File: src/rtl/ps2_console_keys.sv
// PS/2 set-2 receiver and console-key decoder for the 2600 core.
// Define PS2_JOY_EN to decode arrows/space/ctrl/alt into joy0_out.
module ps2_console_keys #(
  parameter logic [15:0] TIMEOUT = 16'd2000
) (
  input  logic       clk,
  input  logic       reset_n,
  input  logic       ps2_clk,
  input  logic       ps2_data,
  input  logic [5:0] joy0_in,
  output logic [5:0] joy0_out,
  output logic       con_reset,
  output logic       con_select,
  output logic       con_bw,
  output logic       diff_p0,
  output logic       diff_p1,
  output logic       scan_valid,
  output logic [7:0] scan_code,
  output logic       frame_err
);

  typedef enum logic {IDLE, SHIFT} rx_state_t;

  rx_state_t   state;
  logic        clk_s1, clk_s2, clk_prev;
  logic        data_s1, data_s2;
  logic        fall;
  logic [3:0]  bit_cnt;
  logic [8:0]  shreg;
  logic [15:0] to_cnt;

  logic ext, brk, pressed;
  logic f3_held, f5_held, f6_held;

  always_ff @(posedge clk) begin
    if (!reset_n) begin
      clk_s1   <= 1'b1;
      clk_s2   <= 1'b1;
      clk_prev <= 1'b1;
      data_s1  <= 1'b1;
      data_s2  <= 1'b1;
    end else begin
      clk_s1   <= ps2_clk;
      clk_s2   <= clk_s1;
      clk_prev <= clk_s2;
      data_s1  <= ps2_data;
      data_s2  <= data_s1;
    end
  end

  assign fall = clk_prev & ~clk_s2;

  always_ff @(posedge clk) begin
    if (!reset_n) begin
      state      <= IDLE;
      bit_cnt    <= '0;
      shreg      <= '0;
      to_cnt     <= '0;
      scan_valid <= 1'b0;
      frame_err  <= 1'b0;
      scan_code  <= '0;
    end else begin
      scan_valid <= 1'b0;
      frame_err  <= 1'b0;
      if (fall)
        to_cnt <= '0;
      else if (to_cnt != '1)
        to_cnt <= to_cnt + 16'd1;

      case (state)
        IDLE: begin
          if (fall) begin
            if (!data_s2) begin
              state   <= SHIFT;
              bit_cnt <= 4'd1;
            end else begin
              frame_err <= 1'b1;
            end
          end
        end
        SHIFT: begin
          if (fall) begin
            if (bit_cnt == 4'd10) begin
              state   <= IDLE;
              bit_cnt <= '0;
              // shreg holds 8 data bits plus parity; a good frame has odd weight
              if (data_s2 && (^shreg)) begin
                scan_code  <= shreg[7:0];
                scan_valid <= 1'b1;
              end else begin
                frame_err <= 1'b1;
              end
            end else begin
              shreg   <= {data_s2, shreg[8:1]};
              bit_cnt <= bit_cnt + 4'd1;
            end
          end else if (to_cnt >= TIMEOUT) begin
            state     <= IDLE;
            bit_cnt   <= '0;
            frame_err <= 1'b1;
          end
        end
        default: state <= IDLE;
      endcase
    end
  end

  assign pressed = ~brk;

`ifdef PS2_JOY_EN
  logic right_h, left_h, down_h, up_h, space_h, rctrl_h, alt_h;
`endif

  always_ff @(posedge clk) begin
    if (!reset_n) begin
      ext        <= 1'b0;
      brk        <= 1'b0;
      con_reset  <= 1'b0;
      con_select <= 1'b0;
      con_bw     <= 1'b0;
      diff_p0    <= 1'b0;
      diff_p1    <= 1'b0;
      f3_held    <= 1'b0;
      f5_held    <= 1'b0;
      f6_held    <= 1'b0;
`ifdef PS2_JOY_EN
      right_h    <= 1'b0;
      left_h     <= 1'b0;
      down_h     <= 1'b0;
      up_h       <= 1'b0;
      space_h    <= 1'b0;
      rctrl_h    <= 1'b0;
      alt_h      <= 1'b0;
`endif
    end else if (scan_valid) begin
      if (scan_code == 8'hE0) begin
        ext <= 1'b1;
      end else if (scan_code == 8'hF0) begin
        brk <= 1'b1;
      end else begin
        ext <= 1'b0;
        brk <= 1'b0;
        if (!ext) begin
          // toggles flip only on the first make; typematic repeats see held=1
          case (scan_code)
            8'h05: con_reset  <= pressed;
            8'h06: con_select <= pressed;
            8'h04: begin
              if (pressed && !f3_held) con_bw <= ~con_bw;
              f3_held <= pressed;
            end
            8'h03: begin
              if (pressed && !f5_held) diff_p0 <= ~diff_p0;
              f5_held <= pressed;
            end
            8'h0B: begin
              if (pressed && !f6_held) diff_p1 <= ~diff_p1;
              f6_held <= pressed;
            end
`ifdef PS2_JOY_EN
            8'h29: space_h <= pressed;
            8'h11: alt_h   <= pressed;
`endif
            default: ;
          endcase
        end
`ifdef PS2_JOY_EN
        else begin
          case (scan_code)
            8'h74: right_h <= pressed;
            8'h6B: left_h  <= pressed;
            8'h72: down_h  <= pressed;
            8'h75: up_h    <= pressed;
            8'h14: rctrl_h <= pressed;
            default: ;
          endcase
        end
`endif
      end
    end
  end

`ifdef PS2_JOY_EN
  logic [5:0] kbd_joy;
  assign kbd_joy  = {alt_h, space_h | rctrl_h, up_h, down_h, left_h, right_h};
  assign joy0_out = joy0_in | kbd_joy;
`else
  assign joy0_out = joy0_in;
`endif

endmodule

File: config.mk
export PLATFORM = sky130hd
export DESIGN_NAME = ps2_console_keys
export DESIGN_NICKNAME = d
export VERILOG_FILES = /design/src/rtl/ps2_console_keys.sv
export SDC_FILE = /design/constraint.sdc
export NUM_CORES = 1
export LEC_CHECK = 0
export ABC_AREA = 1
export BUFFER_PORTS_ARGS = -buffer_cell sky130_fd_sc_hd__buf_2
export CAP_MARGIN = 20
export CORE_UTILIZATION = 52
export DETAILED_ROUTE_END_ITERATION = 10
export HOLD_SLACK_MARGIN = 0.1
export PLACE_DENSITY_LB_ADDON = 0.08
export SETUP_SLACK_MARGIN = 0.2
export SYNTH_ARGS = -nofsm -noshare
export SYNTH_HDL_FRONTEND = slang
export SYNTH_SLANG_ARGS = --single-unit
File: constraint.sdc
create_clock -name clk -period 3.46 [get_ports clk]
set_clock_uncertainty 0.15 [all_clocks]
set_input_delay 1.038 -clock clk [delete_from_list [all_inputs] [get_ports clk]]
set_output_delay 1.038 -clock clk [all_outputs]
set_load 0.05 [all_outputs]
==> impl_metrics.json, run 1 <==
{
  "post_cts_buffers": 0,
  "hp-class": "reg2reg",
  "finalCritPeriodShare_pct": 64.3,
  "path_clk_slew_ps": 90,
  "hold_viol_final": 0,
  "remaining_drc_errors": 0,
  "core_area_mm2": 0.00514,
  "area_growth_pct": 8.26,
  "period_needed_ps": 2230,
  "grt_setup_unrepaired": "no",
  "antenna_found_initial": 0,
  "cts_resized": 0,
  "clock-sinks": 55,
  "placed_cell_area_mm2": 0.00292,
  "setup_viol": 0,
  "die_h_um": 75.2,
  "crit_type": "in2out",
  "drt_wl_total_um": 5410,
  "clockBufferDepth": 2,
  "drv_slew": 0,
  "fmax_mhz": 449,
  "worstPathArrival_ps": 1040,
  "synth_mux_area_share_pct": 0,
  "placed_cells": 477,
  "stdcell_area_mm2": 0.00302,
  "grt_max_degree": 26,
  "syn_area_mm2": 0.00279,
  "place.gp.congestion": 0.838,
  "path_max_fanout": 1,
  "regArea_mm2": 0.00110,
  "synth_edf_count": 0,
  "firstDrtPassIters": 4,
  "p_per_area_mw_per_mm2": 362,
  "fill_cells": 515,
  "outcome": "complete, no violations",
  "yosys_register_bits": 55,
  "drv.max_cap_violation_count": 0,
  "antenna_cells": 0,
  "drive_gt1_share_pct": 13.5,
  "synth_compound_area_share_pct": 9.74,
  "pin_count": 31,
  "cp-start-kind": "primary input",
  "maxSlewHeadroom_pct": 62.2,
  "clk_latency_ps": 300,
  "vias_per_cell": 4.99,
  "avgRoutedWirePerCell_um": 11.2,
  "synthArstFlopShare_pct": 0,
  "die_area_mm2": 0.00566,
  "grt_pass1_wl_um": 8760,
  "fin_cells": 484,
  "yosys.cell_types.count": 35,
  "drt_iter0_drc": 121,
  "ctsHoldBuffers": 0,
  "h-tree-depth": 2,
  "synth_flop_cell": "dfxtp_1",
  "grt_usage_pct": 20.6,
  "synth_simple_gate_area_share_pct": 35.6,
  "syn_nets": 412,
  "die_width_um": 75.2,
  "tightest_slew_ps": 563,
  "end_kind": "output port",
  "total_power_w": 0.00109,
  "synth_top_family_by_area": "simple AND/OR/NAND/NOR gates",
  "rows": 26,
  "initial_core_util_pct": 54.2,
  "multi_input_area_mm2": 0.00139,
  "cts-root-buf": "clkbuf_8",
  "dp_hpwl_um": 4090,
  "vdd_ir_drop_max_mv": 0.156,
  "synth_xor_area_share_pct": 2.51,
  "postRouteAntennaNets": 0,
  "crit_required_ps": 2270,
  "vias": 2414,
  "setup_tns_ps": 0,
  "io_buffers": 18,
  "avgSynthCellArea_um2": 7.00,
  "leakagePower_nw": 1.37,
  "synthAdderAreaFrac_pct": 1.80,
  "grt.overflow.total": 0,
  "cts_buffers": 5,
  "seq_area_frac_synth_pct": 39.5,
  "cts_tree": "yes",
  "grt_pass1_vias": 2043,
  "synth_warnings": 0,
  "fin_nets": 428,
  "synthCells": 398
}
[state kept, by name (all words and copies together) (netlist names)]
| register | flops |
|---|---|
| bit_cnt | 4 |
| brk | 1 |
| clk_prev | 1 |
| clk_s1 | 1 |
| clk_s2 | 1 |
| con_bw | 1 |
| con_reset | 1 |
| con_select | 1 |
| data_s1 | 1 |
| data_s2 | 1 |
| diff_p0 | 1 |
| diff_p1 | 1 |
| ext | 1 |
| f3_held | 1 |
| f5_held | 1 |
| f6_held | 1 |
| frame_err | 1 |
| scan_code | 8 |
| scan_valid | 1 |
| shreg | 9 |
| state | 1 |
| to_cnt | 16 |
[metal layers]
layer / track usage (%) / vias to the layer above / part of all wire (%)
met5: 0 / - / 0
met4: 7.61 / 0 / 0.78
met3: 3.61 / 4 / 3.1
met2: 35.0 / 38 / 46
met1: 26.2 / 1077 / 50
li1: - / 1295 / -
[where the power goes]
group | switching [W] | internal [W]
logic | 0.0000255 | 0.0000126
clock network | 0.000199 | 0.000213
registers | 0.00000562 | 0.000639
total | 0.000230 | 0.000864
[path summary, 6_finish.rpt]
kind	from	end	slack [ps]	cells past startpoint
worst max register to register	bit_cnt[0]	bit_cnt[1]	1380	10
worst max-delay path	joy0_in[4]	joy0_out[4]	1230	0
worst min-delay path	data_s1	data_s2	270	1
worst min register to register	data_s1	data_s2	270	1
[cells in the mapped netlist, types with 2 or more instances]
master    count  area share (%)
xor2_1        5             1.6
nand3_1      24             4.3
a31oi_1       2            0.45
nor2_1       47             6.3
dfxtp_1      55              39
nor3_1       16             2.9
nand2_4       3             1.2
nor2_2        2            0.45
nand3_2       2            0.72
xnor2_1       3            0.94
buf_4         6             1.6
a21oi_1      23             4.1
or2_2         6             1.3
nand2_1      79              11
inv_2         8             1.1
nor3_4        2             1.2
nor3b_1       2            0.54
ha_1          4             1.8
o21ai_0      23             4.1
nand4_1      13             2.9
inv_1        54             7.3
nor3_2        3             1.1
clkbuf_1      4            0.54
[per-stage QoR]
step / hold WS [ps] / util [%] / setup slack [ps]
6_report: 273 / 58.7 / 1230
5_1_grt: 293 / 58.7 / 1140
4_1_cts: 276 / 58.7 / 1230
3_5_place_dp: 253 / 56.7 / 1210
3_3_place_gp: 244 / 56.7 / 1230
2_1_floorplan: 242 / - / 1060
[layout by cell type (no fill, tap or decap), types with 2 or more instances in the layout]
cell / count
nand2_4: 3
a21oi_1: 23
buf_2: 18
nand4_1: 13
ha_1: 4
nand3_1: 24
nor3_4: 2
nor2_1: 47
inv_2: 8
a31oi_1: 2
nand3_2: 2
buf_4: 2
xnor2_1: 3
xor2_1: 5
o21ai_0: 23
nor3_1: 16
nor3b_1: 2
nor3_2: 3
nor2_2: 2
nand2_1: 79
or2_2: 6
clkbuf_8: 5
inv_1: 54
dfxtp_1: 55
[layout make-up]
type | count | area share (%)
Clock buffer | 6 | 2.40
Clock inverter | 1 | 0.995
Inverter | 63 | 7.84
Multi-Input combinational cell | 269 | 45.9
Sequential cell | 55 | 36.5
Tap cell | 70 | 2.90
Timing Repair Buffer | 20 | 3.48
[kinds of logic after synthesis]
| family | Yosys count |
|---|---|
| adders and majority gates | 4 |
| DFF | 55 |
| AOI/OAI and AO/OA | 52 |
| buffers and inverters | 74 |
| xor gates and xnor gates | 8 |
| and+or+nand+nor | 205 |
Power figures use the tool's default switching activity.
==> run 2: changes to the inputs <==
==> constraint.sdc (replaced) <==
create_clock -name clk -period 2.1 [get_ports clk]
set_clock_uncertainty 0.15 [all_clocks]
set_input_delay 0.63 -clock clk [delete_from_list [all_inputs] [get_ports clk]]
set_output_delay 0.63 -clock clk [all_outputs]
set_load 0.05 [all_outputs]
==> run 2 against run 1 <==
Compared with the run above: sequential power up 65%; first-iteration DRC count rose by 16%; flip-flop and latch count is the same; cell area rose by 1.4%; register-to-register slack got worse by 1000 ps; largest cell class unchanged; highest routed layer unchanged.
==> impl_metrics.json, run 2 (same netlist as run 1, synthesis figures left out) <==
{
  "outcome": "complete, no violations",
  "setup_viol": 0,
  "worst-path-buf-inv": 1,
  "hp-class": "reg2reg",
  "final_common_cell": "nand2_1",
  "grt_usage_pct": 20.3,
  "rows": 26,
  "drv_slew": 0,
  "die_width_um": 75.2,
  "crit_family": "flip-flops",
  "worstPathArrival_ps": 1030,
  "crit_chain": "buf_2",
  "grt_max_degree": 26,
  "remaining_drc_errors": 0,
  "die_area_mm2": 0.00566,
  "grt_setup_unrepaired": "yes",
  "post-place-ws_ps": 303,
  "grt.overflow.total": 0,
  "r2r_start": "bit_cnt[0]",
  "top_regs": "to_cnt (16), shreg (9), scan_code (8)",
  "min_from": "data_s1",
  "crit_required_ps": 1320,
  "place.gp.congestion": 0.858,
  "seqPwrFrac_pct": 58.4,
  "end_kind": "output port",
  "area_growth_pct": 9.74,
  "die_h_um": 75.2,
  "drive_gt1_share_pct": 15.1,
  "critPathSlowestCell": "dfxtp_1",
  "post_cts_buffers": 0,
  "drt_iter0_drc": 140,
  "pin_count": 31,
  "antenna_cells": 0,
  "h-tree-depth": 2,
  "grt_pass1_vias": 1962,
  "drt_wl_total_um": 5520,
  "largest_register": "to_cnt",
  "cts_buffers": 5,
  "final.setup.worst_slack_ps": 289,
  "clk_latency_ps": 300,
  "drv.max_cap_violation_count": 0,
  "cts-root-buf": "clkbuf_8",
  "hold_viol_final": 0,
  "combPwrFrac_pct": 4.0,
  "finalCritPeriodShare_pct": 86.2,
  "final_cell_mix": "79 x nand2_1, 54 x inv_1, 54 x dfxtp_1",
  "io_buffers": 18,
  "vias_per_cell": 5.02,
  "clockBufferDepth": 2,
  "path_clk_slew_ps": 90,
  "path_max_fanout": 6,
  "setup_tns_ps": 0,
  "cp-start-kind": "flip-flop",
  "leakagePower_nw": 1.40,
  "firstDrtPassIters": 5,
  "clock-sinks": 55,
  "tightest_slew_ps": 461,
  "fin_hold_ws_ps": 273,
  "core_area_mm2": 0.00514,
  "vias": 2444,
  "antenna_found_initial": 0,
  "initial_core_util_pct": 54.2,
  "postRouteAntennaNets": 0,
  "vdd_ir_drop_max_mv": 0.240,
  "power.share.clock_pct": 37.7,
  "fill_cells": 514,
  "switching_power_w": 0.000388,
  "grt_pass1_wl_um": 8660,
  "avgRoutedWirePerCell_um": 11.3,
  "crit_path_start": "scan_code[3]",
  "dp_hpwl_um": 4140,
  "period_needed_ps": 1810,
  "p_per_area_mw_per_mm2": 593,
  "largest_reg_flops": 16,
  "p_int_w": 0.00143,
  "switching_share_pct": 21.4,
  "maxSlewHeadroom_pct": 69.2,
  "max_stage_delay_ps": 430,
  "cts_tree": "yes",
  "fmax_mhz": 552,
  "r2r_slack_ps": 350,
  "fin_nets": 431,
  "crit_type": "reg2out"
}
[run 2: changes by cell type in the layout (fill, tap and decap cells not counted), sizes merged]
cell	change
buf	+3
[run 2: cell type report]
type	instances	area (um^2)	area share, %
clock buffer	6	72.6	2.37
clock inverter	1	30.0	0.982
inverter	63	236	7.73
multi-input combinational	269	1400	45.7
sequential	55	1100	36.0
tap	70	87.6	2.86
timing repair buffer	23	131	4.29
[run 2: power groups by stage]
stage	logic [W]	registers, W	clock network (W)
finish	0.0000718	0.00106	0.000683
global route	0.0000813	0.00106	0.000739
CTS	0.0000708	0.00106	0.000704
detailed placement	0.0000703	0.00108	0
global placement	0.0000709	0.00108	0
floorplan	0.0000763	0.00108	0
[run 2: layer usage]
layer	global-route usage, %	part of all wire, %	routed length (um)	vias up
li1	-	-	-	1307
met4	5.97	1.0	56	0
met1	29.9	52	2870	1082
met5	0	0	0	-
met2	30.1	42	2300	49
met3	3.75	5.3	292	6
[run 2: timing repair]
action	4_1_cts	5_1_grt
resized for setup	0	7
endpoints found under the setup margin	0	20
hold buffers	0	0
[run 2: worst paths after layout]
check                               endpoint  cells after the start
worst min-delay path                 data_s2                      1
worst min register to register       data_s2                      1
worst max-delay path            scan_code[3]                      1
worst max register to register    bit_cnt[1]                     10
[run 2: per-stage QoR]
step | instances | area [um^2] | power (W) | utilization (%)
final | 487 | 3060 | 0.00181 | 59.5
after global routing | 487 | 3060 | 0.00188 | 59.5
after CTS | 487 | 3040 | 0.00183 | 59.2
after detailed placement | 480 | 2940 | 0.00115 | 57.2
after global placement | 480 | 2940 | 0.00115 | 57.2
after floorplan | 398 | 2790 | 0.00116 | -
